### config.mk
export PLATFORM = sky130hd
export DESIGN_NAME = vga_pattern_gen_flat
export DESIGN_NICKNAME = d
export VERILOG_FILES = /design/src/rtl/vga_pkg.sv /design/src/rtl/vga_pattern_gen_if.sv /design/src/rtl/vga_box_mover.sv /design/src/rtl/vga_pattern_gen.sv /design/src/flat_wrapper.sv
export SDC_FILE = /design/constraint.sdc
export NUM_CORES = 1
export LEC_CHECK = 0
export CORE_UTILIZATION = 64
export CTS_CLUSTER_DIAMETER = 50
export DETAILED_ROUTE_END_ITERATION = 16
export PLACE_DENSITY = 0.87
export RECOVER_POWER = 100
export SYNTH_ARGS = -nofsm -noshare
export SYNTH_HDL_FRONTEND = slang
export SYNTH_HIERARCHICAL = 1
export SYNTH_SLANG_ARGS = --single-unit
### constraint.sdc
create_clock -name clk -period 3.3 [get_ports clk]
set_input_delay 0.495 -clock clk [delete_from_list [all_inputs] [get_ports clk]]
set_output_delay 0.495 -clock clk [all_outputs]
set_load 0.005 [all_outputs]
### src/rtl/vga_pkg.sv
`default_nettype none
// ============================================================================
// Module      : vga_pkg
// Description : Shared VGA constants, mode encodings, RGB332 layout, bar
//               colour table and the per-axis box bounce step.
// Revision    : 1.0 - initial release
// ============================================================================
package vga_pkg;

  localparam int c_H_ACTIVE = 640;
  localparam int c_V_ACTIVE = 480;

  typedef enum logic [1:0] {
    MODE_SOLID   = 2'd0,
    MODE_CHECKER = 2'd1,
    MODE_BARS    = 2'd2,
    MODE_BOX     = 2'd3
  } mode_t;

  // RGB332 byte layout: {b[1:0], g[2:0], r[2:0]}
  localparam int c_R_LSB = 0;
  localparam int c_G_LSB = 3;
  localparam int c_B_LSB = 6;
  localparam logic [7:0] c_MSB_MASK = 8'(1 << (c_R_LSB + 2))
                                    | 8'(1 << (c_G_LSB + 2))
                                    | 8'(1 << (c_B_LSB + 1));

  typedef struct packed {
    logic [9:0] pos;
    logic       up;
  } axis_t;

  function automatic logic [7:0] bar_color(input logic [2:0] idx);
    logic [7:0] c;
    case (idx)
      3'd0:    c = 8'hFF;
      3'd1:    c = 8'h3F;
      3'd2:    c = 8'hF8;
      3'd3:    c = 8'h38;
      3'd4:    c = 8'hC7;
      3'd5:    c = 8'h07;
      3'd6:    c = 8'hC0;
      default: c = 8'h00;
    endcase
    return c;
  endfunction

  // One frame of motion on one axis; clamps at both walls and reverses.
  function automatic axis_t axis_step(input axis_t cur, input logic [10:0] max_pos,
                                      input logic [10:0] speed);
    axis_t      nxt;
    logic [10:0] pos_ext;
    nxt     = cur;
    pos_ext = {1'b0, cur.pos};
    if (cur.up) begin
      if (pos_ext + speed >= max_pos) begin
        nxt.pos = max_pos[9:0];
        nxt.up  = 1'b0;
      end else begin
        nxt.pos = cur.pos + speed[9:0];
      end
    end else begin
      if (pos_ext <= speed) begin
        nxt.pos = 10'd0;
        nxt.up  = 1'b1;
      end else begin
        nxt.pos = cur.pos - speed[9:0];
      end
    end
    return nxt;
  endfunction

endpackage
`default_nettype wire

### src/rtl/vga_pattern_gen_if.sv
`default_nettype none
// ============================================================================
// Module      : vga_pattern_gen_if
// Description : Pixel coordinate/strobe bundle from the timing stage and the
//               colour byte returned to the output stage.
// Revision    : 1.0 - initial release
// ============================================================================
interface vga_pattern_gen_if;
  logic       pix_en;
  logic [9:0] col;
  logic [9:0] row;
  logic       in_frame;
  logic       frame_start;
  logic [1:0] mode_sel;
  logic [7:0] color;

  modport master (output pix_en, col, row, in_frame, frame_start, mode_sel,
                  input  color);
  modport slave  (input  pix_en, col, row, in_frame, frame_start, mode_sel,
                  output color);
endinterface
`default_nettype wire

### src/rtl/vga_box_mover.sv
`default_nettype none
// ============================================================================
// Module      : vga_box_mover
// Description : Bouncing-box position registers, advanced once per frame_start.
// Revision    : 1.0 - initial release
// ============================================================================
module vga_box_mover
  import vga_pkg::*;
#(
  parameter int H_ACTIVE  = c_H_ACTIVE,
  parameter int V_ACTIVE  = c_V_ACTIVE,
  parameter int BOX_SIZE  = 32,
  parameter int BOX_SPEED = 2
) (
  input  logic       clk,
  input  logic       rst,
  input  logic       frame_start,
  output logic [9:0] box_x,
  output logic [9:0] box_y
);

  localparam logic [10:0] c_X_MAX = 11'(H_ACTIVE - BOX_SIZE);
  localparam logic [10:0] c_Y_MAX = 11'(V_ACTIVE - BOX_SIZE);
  localparam logic [10:0] c_SPEED = 11'(BOX_SPEED);

  axis_t r_x;
  axis_t r_y;

  always_ff @(posedge clk) begin
    if (rst) begin
      r_x <= {10'd0, 1'b1};
      r_y <= {10'd0, 1'b1};
    end else if (frame_start) begin
      r_x <= axis_step(r_x, c_X_MAX, c_SPEED);
      r_y <= axis_step(r_y, c_Y_MAX, c_SPEED);
    end
  end

  assign box_x = r_x.pos;
  assign box_y = r_y.pos;

endmodule
`default_nettype wire

### src/rtl/vga_pattern_gen.sv
`default_nettype none
// ============================================================================
// Module      : vga_pattern_gen
// Description : Two-stage RGB332 test-pattern source (solid/checker/bars/box).
// Config      : VGA_PAT_SCANLINE_EN - dims odd rows by clearing channel MSBs.
// Revision    : 1.0 - initial release
// ============================================================================
module vga_pattern_gen
  import vga_pkg::*;
#(
  parameter int         H_ACTIVE    = c_H_ACTIVE,
  parameter int         V_ACTIVE    = c_V_ACTIVE,
  parameter int         CHECK_LOG2  = 5,
  parameter int         BAR_WIDTH   = 80,
  parameter int         BOX_SIZE    = 32,
  parameter int         BOX_SPEED   = 2,
  parameter logic [7:0] SOLID_COLOR = 8'hFF,
  parameter logic [7:0] BOX_COLOR   = 8'h07
) (
  input  logic             clk,
  input  logic             rst,
  vga_pattern_gen_if.slave bus
);

  logic [9:0]  r_col;
  logic [9:0]  r_row;
  logic        r_in_frame;
  mode_t       r_mode;
  logic [2:0]  r_bar_idx;
  logic [10:0] r_next_edge;
  logic [7:0]  r_color;
  logic [9:0]  w_box_x;
  logic [9:0]  w_box_y;
  logic [7:0]  w_pattern;
  logic [7:0]  w_shaded;
  logic        w_in_box;

  always_ff @(posedge clk) begin
    if (rst) begin
      r_col      <= '0;
      r_row      <= '0;
      r_in_frame <= 1'b0;
      r_mode     <= MODE_SOLID;
    end else begin
      r_col      <= bus.col;
      r_row      <= bus.row;
      r_in_frame <= bus.in_frame;
      if (bus.frame_start) begin
        r_mode <= mode_t'(bus.mode_sel);
      end
    end
  end

  // Bar index tracks the next bar boundary instead of dividing col by BAR_WIDTH.
  always_ff @(posedge clk) begin
    if (rst) begin
      r_bar_idx   <= 3'd0;
      r_next_edge <= 11'(BAR_WIDTH);
    end else if (bus.pix_en) begin
      if (bus.col == 10'd0) begin
        r_bar_idx   <= 3'd0;
        r_next_edge <= 11'(BAR_WIDTH);
      end else if (({1'b0, bus.col} == r_next_edge) && (r_bar_idx != 3'd7)) begin
        r_bar_idx   <= r_bar_idx + 3'd1;
        r_next_edge <= r_next_edge + 11'(BAR_WIDTH);
      end
    end
  end

  vga_box_mover #(
    .H_ACTIVE  (H_ACTIVE),
    .V_ACTIVE  (V_ACTIVE),
    .BOX_SIZE  (BOX_SIZE),
    .BOX_SPEED (BOX_SPEED)
  ) u_box_mover (
    .clk         (clk),
    .rst         (rst),
    .frame_start (bus.frame_start),
    .box_x       (w_box_x),
    .box_y       (w_box_y)
  );

  assign w_in_box = ({1'b0, r_col} >= {1'b0, w_box_x})
                 && ({1'b0, r_col} <  {1'b0, w_box_x} + 11'(BOX_SIZE))
                 && ({1'b0, r_row} >= {1'b0, w_box_y})
                 && ({1'b0, r_row} <  {1'b0, w_box_y} + 11'(BOX_SIZE));

  always_comb begin
    w_pattern = 8'h00;
    case (r_mode)
      MODE_SOLID:   w_pattern = SOLID_COLOR;
      MODE_CHECKER: w_pattern = (r_col[CHECK_LOG2] ^ r_row[CHECK_LOG2]) ? 8'hFF : 8'h00;
      MODE_BARS:    w_pattern = bar_color(r_bar_idx);
      MODE_BOX:     w_pattern = w_in_box ? BOX_COLOR : 8'h00;
      default:      w_pattern = 8'h00;
    endcase
  end

`ifdef VGA_PAT_SCANLINE_EN
  assign w_shaded = r_row[0] ? (w_pattern & ~c_MSB_MASK) : w_pattern;
`else
  assign w_shaded = w_pattern;
`endif

  always_ff @(posedge clk) begin
    if (rst) begin
      r_color <= 8'h00;
    end else begin
      r_color <= r_in_frame ? w_shaded : 8'h00;
    end
  end

  assign bus.color = r_color;

endmodule
`default_nettype wire

### src/flat_wrapper.sv
// flat-port wrapper written by rule: the top's interface ports become plain ports
module vga_pattern_gen_flat import vga_pkg::*;
#(
  parameter int         H_ACTIVE    = c_H_ACTIVE,
  parameter int         V_ACTIVE    = c_V_ACTIVE,
  parameter int         CHECK_LOG2  = 5,
  parameter int         BAR_WIDTH   = 80,
  parameter int         BOX_SIZE    = 32,
  parameter int         BOX_SPEED   = 2,
  parameter logic [7:0] SOLID_COLOR = 8'hFF,
  parameter logic [7:0] BOX_COLOR   = 8'h07
)
  (clk, rst, bus_pix_en, bus_col, bus_row, bus_in_frame, bus_frame_start, bus_mode_sel, bus_color);
  vga_pattern_gen_if bus_i ();
  input  logic clk;
  input  logic rst;
  input wire logic [$bits(bus_i.pix_en)-1:0] bus_pix_en;
  input wire logic [$bits(bus_i.col)-1:0] bus_col;
  input wire logic [$bits(bus_i.row)-1:0] bus_row;
  input wire logic [$bits(bus_i.in_frame)-1:0] bus_in_frame;
  input wire logic [$bits(bus_i.frame_start)-1:0] bus_frame_start;
  input wire logic [$bits(bus_i.mode_sel)-1:0] bus_mode_sel;
  output wire logic [$bits(bus_i.color)-1:0] bus_color;
  assign bus_i.pix_en = bus_pix_en;
  assign bus_i.col = bus_col;
  assign bus_i.row = bus_row;
  assign bus_i.in_frame = bus_in_frame;
  assign bus_i.frame_start = bus_frame_start;
  assign bus_i.mode_sel = bus_mode_sel;
  assign bus_color = bus_i.color;
  vga_pattern_gen #(.H_ACTIVE(H_ACTIVE), .V_ACTIVE(V_ACTIVE), .CHECK_LOG2(CHECK_LOG2), .BAR_WIDTH(BAR_WIDTH), .BOX_SIZE(BOX_SIZE), .BOX_SPEED(BOX_SPEED), .SOLID_COLOR(SOLID_COLOR), .BOX_COLOR(BOX_COLOR)) u_core (.clk(clk), .rst(rst), .bus(bus_i));
endmodule
==> flow_metrics.env, run 1 <==
export IMPL_powerDensity_nw_per_um2=300.3
export IMPL_cts_inserted_buffers=5
export IMPL_slew_viol_final=0
export IMPL_finalHoldViolations=0
export IMPL_drt_first_pass_iters=11
export IMPL_reg2regPathDepth=7
export IMPL_synth_edf_count=0
export IMPL_num_vias=3733
export IMPL_critPathMaxFanout=10
export IMPL_p_leak_nw=1.849
export IMPL_cts_root_buf="clkbuf_8"
export IMPL_dieWidth_um=83.82
export IMPL_final_util_pct=70.35
export IMPL_crit_family="compound AO/OA/AOI/OAI gates"
export IMPL_grt_pass1_vias=3516
export IMPL_yosysMostFrequentCell="dfxtp_1"
export IMPL_cts_tree="done"
export IMPL_rows=29
export IMPL_gp_congestion=0.9479
export IMPL_cts_hold_fix_buffers=0
export IMPL_hp_class="register to register"
export IMPL_port_buffers=34
export IMPL_grt_usage_pct=27.49
export IMPL_post_dp_hpwl_um=7018
export IMPL_worst_slew_margin_rel_pct=34.46
export IMPL_cp_slowest_cell="dfxtp_1"
export IMPL_tightest_slew_ns=0.9832
export IMPL_place_ws_ns=0.6588
export IMPL_setup_slack_ns=0.5336
export IMPL_peakVddDrop_mv=0.2252
export IMPL_regToRegSetupSlack_ns=0.53
export IMPL_ios=35
export IMPL_die_area_um2=7025
export IMPL_fin_crit_sh_pct=83.83
export IMPL_grt_overflow=0
export IMPL_arrival_ns=2.98
export IMPL_ys_ff_latch=56
export IMPL_finClkSkew_ns=0.003812
export IMPL_yosys_area_share_simple_pct=21.38
export IMPL_path_cells="ha_1 > nand3_1 > nor3_1 > xor2_1 > a2bb2oi_1 > o21ai_0 > a31o_1"
export IMPL_synth_compound_area_share_pct=21.67
export IMPL_postSynthAreaPerCell_um2=8.207
export IMPL_path_clk_slew_ns=0.10
export IMPL_start_util_pct=66.71
export IMPL_endpoint="u_core/u_box_mover/box_x[7]$_SDFFE_PP0P_"
export IMPL_ys_warnings_count=6
export IMPL_post_cts_resized=0
export IMPL_rsz0062_at_grt="no"
export IMPL_cts_max_level=2
export IMPL_cp_num_buf_inv=0
export IMPL_core_area_um2=6422
export IMPL_synthMuxAreaShare_pct=1.431
export IMPL_fillCellCount=504
export IMPL_cp_startpoint="u_core/u_box_mover/box_x[1]$_SDFFE_PP0P_"
export IMPL_critPathMaxStageDelay_ns=0.56
export IMPL_yosys_area_top_type_share_pct=26.17
export IMPL_synth_distinct_cells=74
export IMPL_cp_end_kind="register"
export IMPL_netlist_area_um2=4284
export IMPL_fin_crit_ns=2.766
export IMPL_final_seq_area_um2=1121
export IMPL_worst_setup_path_type="register to register"
export IMPL_synthCells=522
export IMPL_antenna_found_initial=0
export IMPL_status="finished with violations"
export IMPL_violations="DRC"
export IMPL_start_kind="register"
export IMPL_multi_input_area_um2=2683
export IMPL_hold_ws_ns=0.4937
export IMPL_max_freq_mhz=361.5
export IMPL_die_h_um=83.82
export IMPL_synth_fa_ha_area_share_pct=13.14
export IMPL_drc_errors=2
export IMPL_syn_to_final_growth_pct=5.461
export IMPL_setup_viol=0
export IMPL_postRouteAntennaNets=0
export IMPL_grt_max_degree=25
export IMPL_wl_um=9317
export IMPL_r2r_end="u_core/u_box_mover/box_x[7]$_SDFFE_PP0P_"
export IMPL_synth_top_family_by_area="compound AO/OA/AOI/OAI gates"
export IMPL_clock_latency_ns=0.31
export IMPL_postSynth_asyncResetShare_pct=0
export IMPL_drt_first_iter_violations=168
export IMPL_yosysSeqAreaShare_pct=26.17
export IMPL_cts_sinks=56
export IMPL_viasPerCell=6.222
export IMPL_wire_per_inst_um=15.53
export IMPL_drive_above_1_share_pct=4.398
export IMPL_clockBufferDepth=2
export IMPL_synth_xor_area_share_pct=5.520
export IMPL_max_cap_violations=0
export IMPL_grt_pass1_wl_um=15930
export IMPL_setup_tns_ns=0
export IMPL_synthFlopType="dfxtp_1"
export IMPL_cp_depth=7
export IMPL_yosysTopAreaCell="dfxtp_1"
export IMPL_r2r_start="u_core/u_box_mover/box_x[1]$_SDFFE_PP0P_"
export IMPL_diodes=0
export IMPL_yosys_top_cells_area="dfxtp_1, ha_1, buf_4"
export IMPL_cp_data_required_time_ns=3.51
export IMPL_layout_nets=594
export IMPL_yosys_top_cells_count="dfxtp_1, ha_1, inv_1"
export IMPL_cts_setup_buffers=0
==> worst register-to-register path, stage by stage (launching register included) <==
cell	delay, ns
dfxtp_1	0.56
ha_1	0.34
nand3_1	0.21
nor3_1	0.27
xor2_1	0.30
a2bb2oi_1	0.54
o21ai_0	0.19
a31o_1	0.26
==> sequential cells by signal (all words and copies together) (netlist names), 2 cells and up <==
register,cells
u_core/bus.color,3
u_core/u_box_mover/box_y,9
u_core/u_box_mover/box_x,9
u_core/r_row,10
u_core/r_mode,2
u_core/r_next_edge,7
u_core/r_col,10
u_core/r_bar_idx,3
==> layout make-up <==
cell class	count	share of cell area (%)
Clock buffer	5	1.523
Clock inverter	3	0.4708
Inverter	42	3.489
Multi-Input combinational cell	378	59.37
Sequential cell	56	24.81
Tap cell	77	2.132
Timing Repair Buffer	39	8.197
==> cell usage in the layout (no fill, tap or decap), types with 3 or more instances in the layout <==
| cell | n |
|---|---|
| nor2b_1 | 24 |
| clkbuf_8 | 5 |
| dlygate4sd3_1 | 10 |
| a21oi_1 | 38 |
| a22oi_1 | 4 |
| nand4b_1 | 3 |
| o21ai_0 | 18 |
| a2111oi_0 | 3 |
| and3_1 | 5 |
| nand2b_1 | 6 |
| clkdlybuf4s50_1 | 24 |
| dfxtp_1 | 56 |
| nor4_1 | 6 |
| o21bai_1 | 6 |
| xor2_1 | 10 |
| nor3_1 | 19 |
| buf_4 | 3 |
| ha_1 | 45 |
| xnor2_1 | 17 |
| o21a_1 | 5 |
| nand3_1 | 20 |
| nor2_1 | 30 |
| o21ai_1 | 4 |
| nand2_1 | 28 |
| a32o_1 | 3 |
| o22ai_1 | 4 |
| mux2i_1 | 5 |
| inv_1 | 42 |
| a31oi_1 | 8 |
| or3_1 | 4 |
| o211ai_1 | 4 |
| o31ai_1 | 3 |
| a21o_1 | 7 |
==> metrics by stage <==
stage / total power, W / cell area [µm²] / cells
final: 0.001357 / 4518 / 600
after CTS: 0.001375 / 4556 / 600
after global placement: 0.0009714 / 4466 / 592
after global routing: 0.001428 / 4518 / 600
after detailed placement: 0.0009833 / 4466 / 592
after floorplan: 0.0009024 / 4288 / 523
==> worst min path at each step <==
stage | slack [ns] | to | from | cells after the start
after floorplan | 0.44 | u_core/r_next_edge[10]$_SDFFE_PP0P_ | u_core/r_next_edge[10]$_SDFFE_PP0P_ | 1
after global placement | 0.46 | u_core/r_next_edge[10]$_SDFFE_PP0P_ | u_core/r_next_edge[10]$_SDFFE_PP0P_ | 1
after detailed placement | 0.48 | u_core/r_next_edge[10]$_SDFFE_PP0P_ | u_core/r_next_edge[10]$_SDFFE_PP0P_ | 1
after CTS | 0.50 | u_core/r_next_edge[10]$_SDFFE_PP0P_ | u_core/r_next_edge[10]$_SDFFE_PP0P_ | 1
after global routing | 0.51 | u_core/r_next_edge[10]$_SDFFE_PP0P_ | u_core/r_next_edge[10]$_SDFFE_PP0P_ | 1
final | 0.49 | u_core/r_next_edge[10]$_SDFFE_PP0P_ | u_core/r_next_edge[10]$_SDFFE_PP0P_ | 1
==> layer usage <==
layer | share of wire, % | GRT usage (%)
met1 | 43 | 34.15
met2 | 50 | 47.99
met3 | 4.9 | 3.462
met4 | 1.8 | 11.13
met5 | 0 | 0
==> cells by family after synthesis <==
kind of cell    count (synthesis)
other cells                     1
buf+inv                        89
mux                             6
compound gates                133
simple gates                  165
flops                          56
xor+xnor                       27
fa+ha+maj                      45
==> power by group <==
group          switching, W  total (W)  internal (W)
registers         0.0000243   0.000722      0.000697
logic              0.000126   0.000246      0.000120
clock network      0.000237   0.000388      0.000151
No activity file was read; power rests on OpenSTA's default activity.
==> inputs of run 2 (changes only) <==
- CORE_UTILIZATION: 64 -> 59
- PLACE_DENSITY: 0.87 -> 0.81
- clock period: 3.3 -> 2.8 ns (I/O delays scaled with it)
==> run 2 against run 1 <==
The run now ends clean. Routed wire length increased by 0.53%. Flip-flop and latch count did not move. Non-clock buffer count rose by 8. Combinational power rose by 24%. Setup slack worse by 0.32 ns. Via count shrank 2.0%. Hold slack lost 0.0041 ns. Cell area grew 2.2%. Total power is 20% higher. Sequential share of layout area is 0.52 points lower. Clock skew about the same. Critical path type unchanged. Largest power group unchanged. Highest routed layer unchanged.
==> flow_metrics.env, run 2 (synthesis gave the netlist of run 1 again) <==
export IMPL_antenna_found_initial=0
export IMPL_path_cells="nand2_1 > o41ai_2 > a211oi_1 > a2bb2oi_2 > o21ai_0 > a32o_1"
export IMPL_cts_setup_buffers=0
export IMPL_grt_overflow=0
export IMPL_tightest_slew_ns=0.9818
export IMPL_max_freq_mhz=386.4
export IMPL_drt_first_iter_violations=189
export IMPL_cts_max_level=2
export IMPL_wl_um=9366
export IMPL_critPathMaxFanout=11
export IMPL_finClkSkew_ns=0.003616
export IMPL_status="completed"
export IMPL_wire_per_inst_um=14.94
export IMPL_die_h_um=87.21
export IMPL_arrival_ns=2.81
export IMPL_finalHoldViolations=0
export IMPL_powerDensity_nw_per_um2=351.3
export IMPL_cts_inserted_buffers=5
export IMPL_postRouteAntennaNets=0
export IMPL_path_clk_slew_ns=0.11
export IMPL_cts_sinks=56
export IMPL_grt_usage_pct=26.06
export IMPL_grt_pass1_wl_um=15740
export IMPL_cp_data_required_time_ns=3.03
export IMPL_layout_common_cells="dfxtp_1, ha_1, inv_1"
export IMPL_largestRegisters="u_core/r_col x10, u_core/r_row x10"
export IMPL_final_util_pct=66.83
export IMPL_worst_slew_margin_rel_pct=34.54
export IMPL_p_leak_nw=1.863
export IMPL_clockBufferDepth=2
export IMPL_cts_root_buf="clkbuf_8"
export IMPL_syn_to_final_growth_pct=7.740
export IMPL_grt_max_degree=25
export IMPL_drive_above_1_share_pct=6.591
export IMPL_cp_end_kind="register"
export IMPL_cts_hold_fix_buffers=0
export IMPL_mostFrequentLayoutCell="dfxtp_1"
export IMPL_rows=30
export IMPL_viasPerCell=5.836
export IMPL_layout_nets=602
export IMPL_rsz0062_at_grt="no"
export IMPL_drt_first_pass_iters=5
export IMPL_setup_tns_ns=0
export IMPL_drc_errors=0
export IMPL_num_vias=3659
export IMPL_dieWidth_um=87.21
export IMPL_slew_viol_final=0
export IMPL_start_util_pct=62.03
export IMPL_cp_slowest_cell="o41ai_2"
export IMPL_critPathMaxStageDelay_ns=0.69
export IMPL_gp_congestion=0.8990
export IMPL_post_cts_resized=0
export IMPL_worst_setup_path_type="register to register"
export IMPL_grt_pass1_vias=3338
export IMPL_final_area_um2=4616
export IMPL_core_area_um2=6907
export IMPL_peakVddDrop_mv=0.2229
export IMPL_placed_area_um2=4562
export IMPL_port_buffers=34
export IMPL_clock_latency_ns=0.32
export IMPL_fin_crit_sh_pct=92.43
export IMPL_ios=35
export IMPL_die_area_um2=7606
export IMPL_fin_crit_ns=2.588
export IMPL_max_cap_violations=0
export IMPL_hp_class="register to register"
export IMPL_crit_family="compound AO/OA/AOI/OAI gates"
export IMPL_diodes=0
export IMPL_cts_tree="done"
export IMPL_cp_num_buf_inv=0
export IMPL_setup_slack_ns=0.2120
export IMPL_post_dp_hpwl_um=6940
export IMPL_setup_viol=0
export IMPL_place_ws_ns=0.2040
export IMPL_start_kind="register"
[run 2: worst paths after layout]
kind / endpoint / slack, ns / from / cells past startpoint
setup / recovery: u_core/u_box_mover/box_x[2]$_SDFFE_PP0P_ / 0.21 / u_core/u_box_mover/box_x[4]$_SDFFE_PP0P_ / 6
hold / removal: u_core/r_next_edge[10]$_SDFFE_PP0P_ / 0.49 / u_core/r_next_edge[10]$_SDFFE_PP0P_ / 1
setup reg to reg: u_core/u_box_mover/box_x[2]$_SDFFE_PP0P_ / 0.21 / u_core/u_box_mover/box_x[4]$_SDFFE_PP0P_ / 6
hold reg to reg: u_core/r_next_edge[10]$_SDFFE_PP0P_ / 0.49 / u_core/r_next_edge[10]$_SDFFE_PP0P_ / 1
[run 2: metrics by stage]
stage	hold slack, ns	instances	power [W]
after floorplan	0.4421	523	0.001064
after global placement	0.4582	619	0.001157
after detailed placement	0.4684	619	0.001168
after CTS	0.4974	627	0.001645
after global routing	0.5120	627	0.001712
final	0.4896	627	0.001622
[run 2: final cells by class]
type | count | area [µm²]
Clock buffer | 5 | 68.82
Inverter | 42 | 157.7
Timing Repair Buffer | 47 | 430.4
Sequential cell | 56 | 1121
Fill cell | 581 | 2291
Clock inverter | 3 | 21.27
Tap cell | 96 | 120.1
Multi-Input combinational cell | 378 | 2696
[run 2: metal layers]
metal | vias to the layer above | share of wire [%] | track usage, %
li1 | 1842 | - | -
met4 | 0 | 1.0 | 7.303
met1 | 1723 | 47 | 34.40
met3 | 9 | 3.5 | 3.033
met5 | - | 0 | 0
met2 | 85 | 48 | 44.88
[run 2: report_power, final]
| group | total [W] | internal (W) | switching (W) | leakage, nW |
|---|---|---|---|---|
| sequential | 0.000844 | 0.000822 | 0.0000215 | 0.459 |
| combinational | 0.000304 | 0.000148 | 0.000157 | 1.36 |
| clock | 0.000474 | 0.000179 | 0.000295 | 0.0445 |
| total | 0.00162 | 0.00115 | 0.000473 | 1.86 |
